==> src/rtl/multiplex_arbiter_if.sv <==
// Request/grant bundle between the requesters and the round-robin arbiter
// that drives the shared 4:1 multiplexer's selector.
interface multiplex_arbiter_if;
  logic [3:0] iReq;
  logic [3:0] oGrant;
  logic [1:0] oSelector;
  logic       oBusy;
  logic       oTimeout;

  modport slave  (input  iReq, output oGrant, oSelector, oBusy, oTimeout);
  modport master (output iReq, input  oGrant, oSelector, oBusy, oTimeout);
endinterface

==> src/rtl/multiplex_arbiter.sv <==
// Round-robin owner arbiter for a shared 4:1 multiplexer, all outputs registered.
// Define MULTIPLEX_ARB_TIMEOUT_EN to build the HOLD_MAX forced-release counter.
module multiplex_arbiter #(
  parameter int HOLD_MAX = 8
) (
  input  logic                 iClk,
  input  logic                 iRst_n,
  multiplex_arbiter_if.slave   bus
);

  localparam logic [1:0] IDLE    = 2'd0;
  localparam logic [1:0] GRANT   = 2'd1;
  localparam logic [1:0] RELEASE = 2'd2;

  localparam logic [7:0] HOLD_LAST = 8'(HOLD_MAX - 1);

  logic [1:0] state_q, state_d;
  logic [3:0] grant_q, grant_d;
  logic [1:0] sel_q,   sel_d;
  logic       busy_q,  busy_d;
  logic [1:0] ptr_q,   ptr_d;
  logic [7:0] cnt_q,   cnt_d;
  logic       tout_d;

  logic       win_vld;
  logic [1:0] win_idx;
  logic [1:0] probe;

  // Scan downward from pointer+3 so the closest set bit above the pointer is kept last.
  always_comb begin
    win_vld = 1'b0;
    win_idx = ptr_q;
    probe   = ptr_q;
    for (int i = 3; i >= 0; i--) begin
      probe = ptr_q + 2'(i);
      if (bus.iReq[probe]) begin
        win_vld = 1'b1;
        win_idx = probe;
      end
    end
  end

  always_comb begin
    state_d = state_q;
    grant_d = grant_q;
    sel_d   = sel_q;
    busy_d  = busy_q;
    ptr_d   = ptr_q;
    cnt_d   = cnt_q;
    tout_d  = 1'b0;
    case (state_q)
      GRANT: begin
        if (!bus.iReq[sel_q]) begin
          state_d = RELEASE;
          grant_d = 4'b0000;
          busy_d  = 1'b0;
        end
`ifdef MULTIPLEX_ARB_TIMEOUT_EN
        else if (cnt_q == HOLD_LAST) begin
          state_d = RELEASE;
          grant_d = 4'b0000;
          busy_d  = 1'b0;
          tout_d  = 1'b1;
        end else if (cnt_q != 8'hFF) begin
          cnt_d = cnt_q + 8'd1;
        end
`endif
      end
      default: begin
        // IDLE and the one-cycle RELEASE bubble both arbitrate; selector is left alone.
        grant_d = 4'b0000;
        busy_d  = 1'b0;
        state_d = IDLE;
        if (win_vld) begin
          state_d = GRANT;
          grant_d = 4'b0001 << win_idx;
          sel_d   = win_idx;
          busy_d  = 1'b1;
          ptr_d   = win_idx + 2'd1;
          cnt_d   = 8'd0;
        end
      end
    endcase
  end

  always_ff @(posedge iClk or negedge iRst_n) begin
    if (!iRst_n) begin
      state_q <= IDLE;
      grant_q <= 4'b0000;
      sel_q   <= 2'b00;
      busy_q  <= 1'b0;
      ptr_q   <= 2'b00;
    end else begin
      state_q <= state_d;
      grant_q <= grant_d;
      sel_q   <= sel_d;
      busy_q  <= busy_d;
      ptr_q   <= ptr_d;
    end
  end

`ifdef MULTIPLEX_ARB_TIMEOUT_EN
  logic tout_q;

  always_ff @(posedge iClk or negedge iRst_n) begin
    if (!iRst_n) begin
      cnt_q  <= 8'd0;
      tout_q <= 1'b0;
    end else begin
      cnt_q  <= cnt_d;
      tout_q <= tout_d;
    end
  end

  assign bus.oTimeout = tout_q;
`else
  // Without the hold limit the counter is constant and HOLD_MAX has no effect.
  logic unused_hold;
  assign cnt_q        = 8'd0;
  assign unused_hold  = |{HOLD_LAST, cnt_d, tout_d};
  assign bus.oTimeout = 1'b0;
`endif

  assign bus.oGrant    = grant_q;
  assign bus.oSelector = sel_q;
  assign bus.oBusy     = busy_q;

endmodule

==> src/flat_wrapper.sv <==
// flat-port wrapper written by rule: the top's interface ports become plain ports
module multiplex_arbiter_flat 
#(
  parameter int HOLD_MAX = 8
)
  (iClk, iRst_n, bus_iReq, bus_oGrant, bus_oSelector, bus_oBusy, bus_oTimeout);
  multiplex_arbiter_if bus_i ();
  input  logic iClk;
  input  logic iRst_n;
  input wire logic [$bits(bus_i.iReq)-1:0] bus_iReq;
  output wire logic [$bits(bus_i.oGrant)-1:0] bus_oGrant;
  output wire logic [$bits(bus_i.oSelector)-1:0] bus_oSelector;
  output wire logic [$bits(bus_i.oBusy)-1:0] bus_oBusy;
  output wire logic [$bits(bus_i.oTimeout)-1:0] bus_oTimeout;
  assign bus_i.iReq = bus_iReq;
  assign bus_oGrant = bus_i.oGrant;
  assign bus_oSelector = bus_i.oSelector;
  assign bus_oBusy = bus_i.oBusy;
  assign bus_oTimeout = bus_i.oTimeout;
  multiplex_arbiter #(.HOLD_MAX(HOLD_MAX)) u_core (.iClk(iClk), .iRst_n(iRst_n), .bus(bus_i));
endmodule
==> config.mk <==
export PLATFORM = sky130hd
export DESIGN_NAME = multiplex_arbiter_flat
export DESIGN_NICKNAME = d
export VERILOG_FILES = /design/src/rtl/multiplex_arbiter_if.sv /design/src/rtl/multiplex_arbiter.sv /design/src/flat_wrapper.sv
export SDC_FILE = /design/constraint.sdc
export NUM_CORES = 1
export LEC_CHECK = 0
export ABC_AREA = 1
export BUFFER_PORTS_ARGS = -buffer_cell sky130_fd_sc_hd__buf_2
export CORE_ASPECT_RATIO = 1.5
export CORE_MARGIN = 2
export CORE_UTILIZATION = 35
export DETAILED_ROUTE_END_ITERATION = 10
export SYNTH_ARGS = -nofsm -noshare
export SYNTH_HDL_FRONTEND = slang
export SYNTH_SLANG_ARGS = --single-unit
==> constraint.sdc <==
create_clock -name iClk -period 1.5 [get_ports iClk]
set_input_delay 0.075 -clock iClk [delete_from_list [all_inputs] [get_ports iClk]]
set_output_delay 0.075 -clock iClk [all_outputs]
set_load 0.005 [all_outputs]
==> qor.txt <==
================================================================================
Status                                                              finished clean
Kind of capture point of the worst setup path                           register
Count of filler cells inserted in the layout                                 229
Cell area after layout                                                922.1 um^2
Number of instances in the synthesized netlist                               107
Number of top-level pins                                                      14
Met1 usage                                                                0.1818
R2r endpoint                                                        u_core.bus.oGrant[0]
Final period util                                                         0.9917
Final worst path period need                                            1.487 ns
RD Place Congestion                                                       0.7744
Hold Path Class                                                      in -> async
Sequential share of the synthesized area                                  0.3460
Placed insts                                                                 144
Launching point of the worst reg2reg path                           u_core.ptr_q[0]
Clock sinks                                                                   10
Unrepaired setup endpoints after global routing                              yes
Via-to-Cell Ratio                                                          4.768
Post-synthesis net count                                                     113
Total of max-cap violations                                                    0
Fraction of final layout cells with drive strength greater than 1         0.4419
Total internal power                                                    1.156 mW
Distinct cells, synth                                                         21
Clock latency reported for the late side of the worst-skew pair          0.25 ns
Final cell count without fillers                                             151
Effective utilization at floorplan                                        0.3613
Setup slack, reg-to-reg                                                  0.01 ns
CTS clock-pin slew for the worst setup and hold paths                    0.06 ns
Top delay family on crit path                                       simple AND/OR/NAND/NOR gates
Critical-path top delay cell                                             dfrtp_2
Maximum level of the CTS H-tree                                                1
Core utilization of the finished layout                                   0.4606
CP required                                                              1.65 ns
Power dissipated by switching net loads                                 1.191 mW
Power share of the clock group                                             0.073
Antenna diode count                                                            0
Synthesized cell area                                                 723.2 um^2
Number of max-slew violations in the final report                              0
Worst R2R Path Depth                                                          11
HPWL after DPL                                                           1293 um
First-pass DRT Iterations                                                      4
Total negative setup slack                                                  0 ns
Core Box Area                                                       0.002002 mm^2
Horizontal die dimension                                                41.12 um
Portion of total power attributed to sequential cells                      0.216
Hold Worst Slack                                                       0.2057 ns
Die ar.                                                             0.002453 mm^2
Num rows                                                                      20
Total global-route track usage                                            0.1671
CTS tree                                                                     yes
Area overhead of the layout relative to synthesis                         27.51%
Synthesis Warnings                                                             0
GR Layer Usage met2                                                       0.2924
DR iter-0 viols                                                                5
Number of buffers created by CTS                                               3
Post-Route WL                                                            1626 um
Bufs on Longest Clock Path                                                     2
Number of nets in the layout                                                 137
Highest clock frequency the design can meet                            672.3 MHz
Startpoint class of the critical path                                   register
Number of global-route vias before repair                                    690
Post-detailed-route wirelength per cell                                 10.77 um
Initial antenna violation count                                                0
Total of flip-flops plus latches after synthesis                              10
First-pass GRT wire length                                               2829 um
Layer with the highest usage after global routing                           met2
Worst path bufs/invs                                                           2
Switching part of the total                                               0.5076
Commonest cells after routing, fill and taps aside                  31 x nand2_1, 18 x nand2_2, 12 x buf_2
Static Leakage                                                         0.5264 nW
Per-instance average area after synthesis                             6.759 um^2
Setup skew after layout                                              0.001240 ns
Most common cell after layout, fill and taps aside                       nand2_1
Largest fanout on the critical path                                            7
Largest net degree at the start of global routing                             11
Met3 usage                                                               0.01487
CP max stage delay                                                       0.44 ns
Total via count in the routed design                                         720
CP Class                                                              reg -> reg
Count of buffers inserted at the top-level ports                              12
Total count of hold-check failures in the final report                         0
Post-route antenna net violation count                                         0
VDD IR max                                                              1.173 mV
GRT overflow                                                                   0
Power share of the combinational group                                     0.710
Power per standard cell area                                        2546 mW/mm^2
Setup Viol. Count Final                                                        0
CTS Root Cell                                                           clkbuf_4
Critical path data arrival time                                          1.64 ns
Crit-path cells                                                     buf_4 > nand2_1 > nand2_1 > nor2_2 > nand3_2 > nor2_2 > nor2_4 > inv_2 > nor2_4 > nand2_2 > nand2_2
Die extent in y                                                         59.67 um
Placed Area                                                           829.5 um^2
DRC violations left                                                            0
================================================================================
[synth_stat cells]
master	n	share of area
nand3b_1	1	0.010
o21ai_1	2	0.014
nand2_2	12	0.10
nand3_1	6	0.042
buf_4	1	0.010
nand2_4	1	0.016
inv_1	11	0.057
a21oi_1	2	0.014
inv_2	4	0.021
nand4_1	1	0.0087
nor2_1	6	0.031
o21ai_0	3	0.021
nor2_2	2	0.017
buf_6	1	0.016
nor3_1	1	0.0069
conb_1	1	0.0052
a21boi_1	1	0.010
nand3_2	2	0.028
nand2_1	37	0.19
nor2_4	2	0.031
dfrtp_1	10	0.35
[through the flow]
stage | power (mW) | worst slack [ns]
global route | 2.623 | -0.1398
floorplan | 1.637 | 0.1400
global placement | 1.991 | 0.002916
detailed placement | 2.013 | -0.02746
finish | 2.347 | 0.01251
CTS | 2.335 | -0.004833
[registers in the layout, summed over array words and instances (netlist names)]
signal and cells:
u_core.bus.oGrant 4, u_core.bus.oSelector 2, u_core.ptr_q 2, u_core.state_q 2
[metal layers]
layer / part of all wire / up-vias / wire length [um]
met5: 0 / - / 0
met4: 0.021 / 0 / 34
met3: 0.028 / 4 / 45
met2: 0.54 / 11 / 881
met1: 0.41 / 335 / 665
li1: - / 370 / -
[layout make-up]
class                   count  area (um^2)  area share
clock buffers               3        22.52     0.02442
inverters                  15        58.81     0.06377
multi-input cells          80        424.2      0.4600
flip-flops and latches     10        251.5      0.2727
well taps                  22        27.53     0.02985
repair buffers             21        137.6      0.1493
[what timing repair did]
action | in CTS | in global routing
setup buffers | 2 | 1
hold buffers | 1 | 0
gates resized for setup | 10 | 4
pin swaps | 1 | 1
setup endpoints to repair | 2 | 9
endpoints found under the hold margin | 10 | 0
[cells by family after synthesis]
| logic type | Yosys count | share of synthesized area |
|---|---|---|
| simple gates | 71 | 0.4861 |
| buf+inv | 17 | 0.1038 |
| flops | 10 | 0.3460 |
| compound gates | 8 | 0.05882 |
| other cells | 1 | 0.005185 |
[power groups by stage]
| stage | sequential, mW | clock [mW] | combinational (mW) |
|---|---|---|---|
| final | 0.508 | 0.172 | 1.67 |
| after global routing | 0.518 | 0.189 | 1.91 |
| after CTS | 0.500 | 0.185 | 1.65 |
| after detailed placement | 0.496 | 0 | 1.52 |
| after global placement | 0.492 | 0 | 1.50 |
| after floorplan | 0.491 | 0 | 1.15 |
[worst max-delay path by stage]
stage                     slack, ns            start                      end  cells past startpoint
after floorplan                0.14  u_core.ptr_q[0]     u_core.bus.oGrant[0]                     11
after global placement        0.003  u_core.ptr_q[0]          u_core.ptr_q[1]                     11
after detailed placement      -0.03  u_core.ptr_q[0]          u_core.ptr_q[1]                     11
after CTS                    -0.005  u_core.ptr_q[0]  u_core.bus.oSelector[0]                     10
after global routing          -0.14  u_core.ptr_q[0]          u_core.ptr_q[1]                     11
final                          0.01  u_core.ptr_q[0]     u_core.bus.oGrant[0]                     11
(Power assumes the default switching activity.)
